`src/rtl/score_bcd_display_if.sv`:
```
// score_bcd_display_if: value/start request and BCD/7-segment result bundle for score_bcd_display.
interface score_bcd_display_if;
  logic [13:0] i_value;
  logic        i_start;
  logic        o_busy;
  logic        o_done;
  logic        o_over;
  logic [15:0] o_bcd;
  logic [6:0]  o_hex3, o_hex2, o_hex1, o_hex0;
  modport master (output i_value, i_start,
                  input  o_busy, o_done, o_over, o_bcd, o_hex3, o_hex2, o_hex1, o_hex0);
  modport slave  (input  i_value, i_start,
                  output o_busy, o_done, o_over, o_bcd, o_hex3, o_hex2, o_hex1, o_hex0);
endinterface

```
`src/rtl/score_bcd_display.sv`:
```
// score_bcd_display: double-dabble 14-bit ms value to 4 BCD digits and 7-segment drive.
// Optional AUTO_REFRESH_EN: restart conversion whenever the input differs from the last captured value.
module score_bcd_display #(
  parameter bit BLANK_LEADING = 1'b1,
  parameter bit SEG_ACT_LOW   = 1'b1
) (
  input  logic                iCLK,
  input  logic                iRST_N,
  score_bcd_display_if.slave  bus
);
  typedef enum logic [1:0] {IDLE, SHIFT, DONE} state_t;
  localparam logic [6:0] BLANK = SEG_ACT_LOW ? 7'h7F : 7'h00;
  state_t      r_state;
  logic [1:0]  r_sync;
  logic        w_rst_n;
  logic [13:0] r_bin;
  logic [15:0] r_acc;
  logic [15:0] w_adj;
  logic [3:0]  r_cnt;
  logic        w_go;
  logic [27:0] w_hex;
  function automatic logic [6:0] seg7(input logic [3:0] d);
    case (d)
      4'd0: seg7 = 7'h3F;
      4'd1: seg7 = 7'h06;
      4'd2: seg7 = 7'h5B;
      4'd3: seg7 = 7'h4F;
      4'd4: seg7 = 7'h66;
      4'd5: seg7 = 7'h6D;
      4'd6: seg7 = 7'h7D;
      4'd7: seg7 = 7'h07;
      4'd8: seg7 = 7'h7F;
      4'd9: seg7 = 7'h6F;
      default: seg7 = 7'h00;
    endcase
  endfunction
  // reset asserts immediately, releases two clocks later in step with iCLK
  always_ff @(posedge iCLK or negedge iRST_N)
    if (!iRST_N) r_sync <= 2'b00;
    else         r_sync <= {r_sync[0], 1'b1};
  assign w_rst_n = r_sync[1];
`ifdef AUTO_REFRESH_EN
  // raw input is kept so an out-of-range value does not retrigger endlessly
  logic [13:0] r_last;
  always_ff @(posedge iCLK or negedge w_rst_n)
    if (!w_rst_n)                    r_last <= '0;
    else if (r_state == IDLE && w_go) r_last <= bus.i_value;
  assign w_go = bus.i_start || (bus.i_value != r_last);
`else
  assign w_go = bus.i_start;
`endif
  for (genvar g = 0; g < 4; g++) begin : g_dig
    logic       w_blk;
    logic [6:0] w_seg;
    assign w_adj[4*g +: 4] = (r_acc[4*g +: 4] >= 4'd5) ? r_acc[4*g +: 4] + 4'd3 : r_acc[4*g +: 4];
    assign w_blk = BLANK_LEADING && (g != 0) && (r_acc[15:4*g] == '0);
    assign w_seg = seg7(r_acc[4*g +: 4]);
    assign w_hex[7*g +: 7] = w_blk ? BLANK : (SEG_ACT_LOW ? ~w_seg : w_seg);
  end
  always_ff @(posedge iCLK or negedge w_rst_n)
    if (!w_rst_n) begin
      r_state    <= IDLE;
      r_bin      <= '0;
      r_acc      <= '0;
      r_cnt      <= '0;
      bus.o_busy <= 1'b0;
      bus.o_done <= 1'b0;
      bus.o_over <= 1'b0;
      bus.o_bcd  <= '0;
      bus.o_hex3 <= BLANK;
      bus.o_hex2 <= BLANK;
      bus.o_hex1 <= BLANK;
      bus.o_hex0 <= BLANK;
    end else begin
      bus.o_done <= 1'b0;
      case (r_state)
        IDLE: if (w_go) begin
          r_bin      <= (bus.i_value > 14'd9999) ? 14'd9999 : bus.i_value;
          r_acc      <= '0;
          r_cnt      <= '0;
          bus.o_busy <= 1'b1;
          bus.o_over <= bus.i_value > 14'd9999;
          r_state    <= SHIFT;
        end
        SHIFT: begin
          {r_acc, r_bin} <= {w_adj[14:0], r_bin, 1'b0};
          r_cnt          <= r_cnt + 4'd1;
          if (r_cnt == 4'd13) r_state <= DONE;
        end
        DONE: begin
          bus.o_bcd  <= r_acc;
          {bus.o_hex3, bus.o_hex2, bus.o_hex1, bus.o_hex0} <= w_hex;
          bus.o_done <= 1'b1;
          bus.o_busy <= 1'b0;
          r_state    <= IDLE;
        end
        default: r_state <= IDLE;
      endcase
    end
endmodule

```
`src/flat_wrapper.sv`:
```
// flat-port wrapper written by rule: the top's interface ports become plain ports
module score_bcd_display_flat 
#(
  parameter bit BLANK_LEADING = 1'b1,
  parameter bit SEG_ACT_LOW   = 1'b1
)
  (iCLK, iRST_N, bus_i_value, bus_i_start, bus_o_busy, bus_o_done, bus_o_over, bus_o_bcd, bus_o_hex3, bus_o_hex2, bus_o_hex1, bus_o_hex0);
  score_bcd_display_if bus_i ();
  input  logic iCLK;
  input  logic iRST_N;
  input wire logic [$bits(bus_i.i_value)-1:0] bus_i_value;
  input wire logic [$bits(bus_i.i_start)-1:0] bus_i_start;
  output wire logic [$bits(bus_i.o_busy)-1:0] bus_o_busy;
  output wire logic [$bits(bus_i.o_done)-1:0] bus_o_done;
  output wire logic [$bits(bus_i.o_over)-1:0] bus_o_over;
  output wire logic [$bits(bus_i.o_bcd)-1:0] bus_o_bcd;
  output wire logic [$bits(bus_i.o_hex3)-1:0] bus_o_hex3;
  output wire logic [$bits(bus_i.o_hex2)-1:0] bus_o_hex2;
  output wire logic [$bits(bus_i.o_hex1)-1:0] bus_o_hex1;
  output wire logic [$bits(bus_i.o_hex0)-1:0] bus_o_hex0;
  assign bus_i.i_value = bus_i_value;
  assign bus_i.i_start = bus_i_start;
  assign bus_o_busy = bus_i.o_busy;
  assign bus_o_done = bus_i.o_done;
  assign bus_o_over = bus_i.o_over;
  assign bus_o_bcd = bus_i.o_bcd;
  assign bus_o_hex3 = bus_i.o_hex3;
  assign bus_o_hex2 = bus_i.o_hex2;
  assign bus_o_hex1 = bus_i.o_hex1;
  assign bus_o_hex0 = bus_i.o_hex0;
  score_bcd_display #(.BLANK_LEADING(BLANK_LEADING), .SEG_ACT_LOW(SEG_ACT_LOW)) u_core (.iCLK(iCLK), .iRST_N(iRST_N), .bus(bus_i));
endmodule
```
`config.mk`:
```
export PLATFORM = sky130hd
export DESIGN_NAME = score_bcd_display_flat
export DESIGN_NICKNAME = d
export VERILOG_FILES = /design/src/rtl/score_bcd_display_if.sv /design/src/rtl/score_bcd_display.sv /design/src/flat_wrapper.sv
export SDC_FILE = /design/constraint.sdc
export NUM_CORES = 1
export LEC_CHECK = 0
export BUFFER_PORTS_ARGS = -buffer_cell sky130_fd_sc_hd__buf_2
export CORE_MARGIN = 1.5
export CORE_UTILIZATION = 60
export CTS_CLUSTER_SIZE = 12
export DETAILED_ROUTE_END_ITERATION = 16
export PLACE_DENSITY_LB_ADDON = 0.1
export SLEW_MARGIN = 0
export SYNTH_ARGS = -nofsm -noshare
export SYNTH_HDL_FRONTEND = slang
export SYNTH_SLANG_ARGS = --single-unit
```
`constraint.sdc`:
```
create_clock -name iCLK -period 6.6 [get_ports iCLK]
set_clock_uncertainty 0.1 [all_clocks]
set_input_delay 0.99 -clock iCLK [delete_from_list [all_inputs] [get_ports iCLK]]
set_output_delay 0.99 -clock iCLK [all_outputs]
set_load 0.03 [all_outputs]
```
After elaboration in Yosys (flattened, before gate mapping)
Memories as Yosys holds them, arrays and structs flattened.
Index checks and enable logic that the tools add are counted.

cells by class
  add/sub/neg operators = 5
  order comparisons = 5
  equality and inequality tests = 5
  muxes and demuxes = 20
  bitwise operators = 4
  reductions and logical operators = 10

operators by type and width
  cell                                                                   number
  16-bit one-hot mux with 2 select lines                                 1
  14-bit two-way mux                                                     2
  7-bit inverter                                                         4
  14-bit one-hot mux with 2 select lines                                 1
  7-bit two-way mux                                                      3
  4-bit by 3-bit >= comparator with 1-bit output, second input constant  4
  16-bit two-way mux                                                     1
  4-bit two-way mux                                                      4
  14-bit greater-than comparator, second input constant                  1
  4-bit by 2-bit adder with 4-bit output, second input constant          3
  12-bit logical NOT                                                     1
  8-bit logical NOT                                                      1
  4-bit one-hot mux with 2 select lines                                  1
  2-bit AND reduction                                                    4
  4-bit by 1-bit adder with 4-bit output, second input constant          1
  4-bit equality test, second input constant                             1
  4-bit logical NOT                                                      1
  2-bit two-way mux                                                      2
  2-bit one-hot mux with 2 select lines                                  1
  2-bit nonzero test                                                     2
  3-bit by 2-bit adder with 3-bit output, second input constant          1
  3-bit two-way mux                                                      1
  2-bit by 1-bit equality test with 1-bit output, second input constant  1
  2-bit equality test, second input constant                             1
  other kinds (5)                                                        6

word-level totals
  bits in registers = 85
  memory bits (read-only) = 448
  input port bits = 17
  output and inout bits = 47
  logic and storage cells = 66
  memories = 4

memory list
  name              depth  width  rd ports  clocked after Yosys merged registers in  write ports  line                     text
  (name not given)  16     7      1         0                                        0            score_bcd_display.sv:23  case (d)
  (name not given)  16     7      1         0                                        0            score_bcd_display.sv:23
  (name not given)  16     7      1         0                                        0            score_bcd_display.sv:23
  (name not given)  16     7      1         0                                        0            score_bcd_display.sv:23

Logic depth before layout (Yosys ltp)
  word-level depth = 4
  depth in mapped cells = 7
  mapped depth without buffers = 7

Worst setup path after synthesis
OpenSTA, ideal clock, no wires.

  path type = in2reg
  start = input port bus_i_value[6]
  end = register u_core.r_bin[1]
  setup time = 0.119 ns
  arrival time = 1.757 ns
  required time = 6.381 ns
  path slack = 4.624 ns
  cell stages on the path = 3
  cells stage by stage = o41ai_1 nand3_1 o21a_1

on the way
  cells in the longest elaborated chain, start to end = 4

RTL lines
  item                                    line                     text
  start: declaration                      flat_wrapper.sv:11       input wire logic [$bits(bus_i.i_value)-1:0] bus_i_value;
  14-bit greater-than comparator          score_bcd_display.sv:78  r_bin <= (bus.i_value > 14'd9999) ? 14'd9999 : bus.i_value;
  14-bit two-way mux                      score_bcd_display.sv:78
  14-bit two-way mux                      score_bcd_display.sv:77  IDLE: if (w_go) begin
  14-bit one-hot mux with 2 select lines  score_bcd_display.sv:76  case (r_state)
  end signal: assignment                  score_bcd_display.sv:78
  end signal: assignment                  score_bcd_display.sv:86  {r_acc, r_bin} <= {w_adj[14:0], r_bin, 1'b0};
  end: declaration                        score_bcd_display.sv:16  logic [13:0] r_bin;

No other way between the ends. The select of a mux whose other input is x is not followed.
A chain may end at the register's enable or synchronous reset.

Worst setup path after layout
  start = register u_core.r_state[1]
  end = register u_core.bus.o_hex1[3]

on the way
  cells in the longest elaborated chain, start to end = 1

RTL lines
  item                      line                        text
  start: declaration        score_bcd_display.sv:13     state_t r_state;
  start signal: assignment  score_bcd_display.sv:62     r_state <= IDLE;
  start signal: assignment  score_bcd_display.sv:83     r_state <= SHIFT;
  start signal: assignment  score_bcd_display.sv:88     if (r_cnt == 4'd13) r_state <= DONE;
  2-bit equality test       score_bcd_display.sv:76
  end signal: assignment    score_bcd_display.sv:92     {bus.o_hex3, bus.o_hex2, bus.o_hex1, bus.o_hex0} <= w_hex;
  end: declaration          score_bcd_display_if.sv:13  output o_busy, o_done, o_over, o_bcd, o_hex3, o_hex2, o_hex1, o_hex0);

No other way between the ends.

==> results.md <==
* Clk buf depth at 2
* Final Hold Violating Endpoints at 0
* Postcts setup bufs at 0
* Setup slack at placement at around 4.2 ns
* CTS sink count at 85
* Number of vias per cell at 5.678
* H-tree depth at 3
* Count leader, synth: nand2_1
* Critical path arrival at 2.47 ns
* Grt ovf at 0
* Setup crit start kind: register
* # DRC at 0
* Number of routed nets with antenna violations at 0
* Final worst slack at 4.307 ns
* Worst Min Path Start: u_core.r_sync[0]
* Reg-to-reg endpoint: u_core.bus.o_hex1[3]
* Syn_nets at ~480
* Number of DRC markers in iteration 0 at around 220
* YS warnings at 0
* Worst Reg-to-Reg Cells at 5
* Die area at ~7700 µm²
* Max cap viols at 0
* Die span in x at 87.72 µm
* Die height at approximately 88 µm
* Synth cell count leaders: nand2_1 (61), dfrtp_1 (57), o21ai_0 (39), ha_1 (29), dfstp_2 (28)
* Period utilization at between 30% and 40%
* Minimum clock period at approximately 2.3 ns
* Leak at about 2.3 nW
* Most common flop cell mapped by yosys: dfrtp_1
* Reg2reg start: u_core.r_state[1]
* Register area share after synthesis at around 50%
* Worst path bufs/invs at 1
* Layout Nets at about 530
* Worst path max stage delay at between 0.5 and 0.6 ns
* Slew HR at between 30% and 40%
* Proportion of layout cells with a drive suffix above 1 at approximately 24%
* Synth Register Bits at 85
* I/O Pins at 64
* Setup TNS at 0 ns
* First-pass GRT wire length at roughly 14 mm
* Worst hold path class: reg2reg
* Worst hold endpoint: u_core.r_sync[1]
* Area Growth Syn to Fin at 12.64%
* Wire per inst at 14.31 µm
* CTS tree: done
* Yosys top cell area share at around 33%
* Starting density of the core at between 60% and 70%
* Final GP Congestion at ~0.85
* Routed wire length at around 8.4 mm
* Worst-path clk slew at roughly 0.08 ns
* CTS root buffer: clkbuf_8
* Setup violations, final at 0
* Initial antenna violation count at 0
* Cell count after synthesis at about 430
* CP cell instances: nand2b_4, inv_2, nand2_1, o31ai_2, o21bai_1
* Final std cells w/o fill at about 580
* Number of synthesized flops with an enable pin at 0
* Vias in the first global route at 3183
* Total power at between 0.002 and 0.003 W
* Post-synth ARST share at 100.0%
* Drt pass-1 iters at 4
* Buffers added on ports at 63
* RSZ-0062 raised after global routing: false
* Slew Limit Fails at 0
* VDD IR max at about 300 µV
* Power density cells at ~530 nW/µm²
* CP required at ~6.8 ns
* Worst-margin pin slew at between 1 and 1.5 ns
* Post-DP HPWL at between 5 and 6 mm
* Fmax at ~440 MHz
* Clock latency on the worst-skew pair at between 0.3 and 0.4 ns
* Largest net degree at the start of global routing at 84
* Top cells by area, synth: dfrtp_1 (33%), dfstp_2 (17%), ha_1 (8.4%)
* R2r setup slk at between 4 and 5 ns
* Crit-path slowest cell: dfrtp_1
* Hold buffer count at CTS at 0
* N_diodes at 0
* Worst setup EP type: register
* Cell area after synthesis at around 4300 µm²
* Outcome: complete, no violations
* Site Rows at 30
* Critical Path Stages at 5
* GRT Overall Usage at 23.82%
* Hold Path Depth at 0
* Vias at roughly 3300
* Cts repair resizes at 0
* Mean Syn Cell Area at ~9.9 µm²
* Critical path peak fanout at 59
* WHS at approximately 0.26 ns
* Leading area contributor after synthesis: dfrtp_1
* Critical path class: reg2reg
* CTS buffer count at 9
* Netlist cell types at 51
* CP delay by family, top: flip-flops
* Placed cells at roughly 570
* Core Region at between 6000 and 7000 µm²
==> layout make-up <==
| class | instances | area [µm²] |
|---|---|---|
| Clock buffer | 12 | 176.4 |
| Clock inverter | 4 | 52.55 |
| Fill cell | 562 | 2018 |
| Inverter | 24 | 90.09 |
| Multi-Input combinational cell | 300 | 1931 |
| Sequential cell | 85 | 2166 |
| Tap cell | 96 | 120.1 |
| Timing Repair Buffer | 63 | 315.3 |
==> registers in the layout (all words and copies together) (netlist names), 4 cells and up <==
| name | cells |
|---|---|
| u_core.bus.o_hex0 | 7 |
| u_core.bus.o_hex2 | 7 |
| u_core.bus.o_hex1 | 7 |
| u_core.r_cnt | 4 |
| u_core.r_bin | 14 |
| u_core.r_acc | 16 |
| u_core.bus.o_bcd | 16 |
| u_core.bus.o_hex3 | 7 |
==> routing by layer <==
layer	vias to the layer above	GRT usage (%)	part of all wire [%]
li1	1625	-	-
met1	1608	32.29	47
met2	72	38.93	48
met3	11	3.676	3.1
met4	0	8.658	1.3
met5	-	0	0
==> worst max-delay path by stage <==
stage,to,slack (ns),start
after floorplan,u_core.bus.o_bcd[0],4.01,u_core.r_sync[1]
after global placement,u_core.r_acc[3],4.28,bus_i_start
after detailed placement,u_core.r_acc[3],4.22,bus_i_start
after CTS,u_core.bus.o_hex1[0],4.31,u_core.r_state[1]
after global routing,u_core.bus.o_hex1[0],4.08,u_core.r_state[1]
final,u_core.bus.o_hex1[3],4.31,u_core.r_state[1]
==> per-stage QoR <==
| stage | instance area [µm²] | utilization (%) |
|---|---|---|
| floorplan | 4307 | - |
| global route | 4851 | 70.62 |
| detailed placement | 4622 | 67.29 |
| CTS | 4851 | 70.62 |
| global placement | 4622 | 67.29 |
| finish | 4851 | 70.62 |
==> cell usage in the layout (no fill, tap or decap), types with 6 or more instances in the layout <==
cell type / instances
a21oi_1: 17
a22o_1: 6
buf_2: 63
clkbuf_8: 11
dfrtp_1: 56
dfstp_2: 28
ha_1: 29
inv_1: 22
nand2_1: 61
nand2b_1: 8
nand3_1: 8
nor2_1: 26
nor3_1: 8
o21a_1: 7
o21ai_0: 39
o22a_1: 11
o22ai_1: 12
o31ai_1: 6
==> cell families after synthesis <==
group,share of synthesized area [%]
XOR/XNOR,1.424
buffers and inverters,4.968
flip-flops,50.20
other,0.08708
adder cells (fa/ha/maj),8.425
AO/OA/AOI/OAI,20.45
AND/OR/NAND/NOR,14.44
==> where the power goes <==
| group | switching, W | leakage [nW] | internal [W] |
|---|---|---|---|
| combinational | 0.000713 | 1.19 | 0.000446 |
| sequential | 0.000224 | 1.01 | 0.000780 |
| clock | 0.000186 | 0.118 | 0.000219 |
Power figures use the tool's default switching activity.
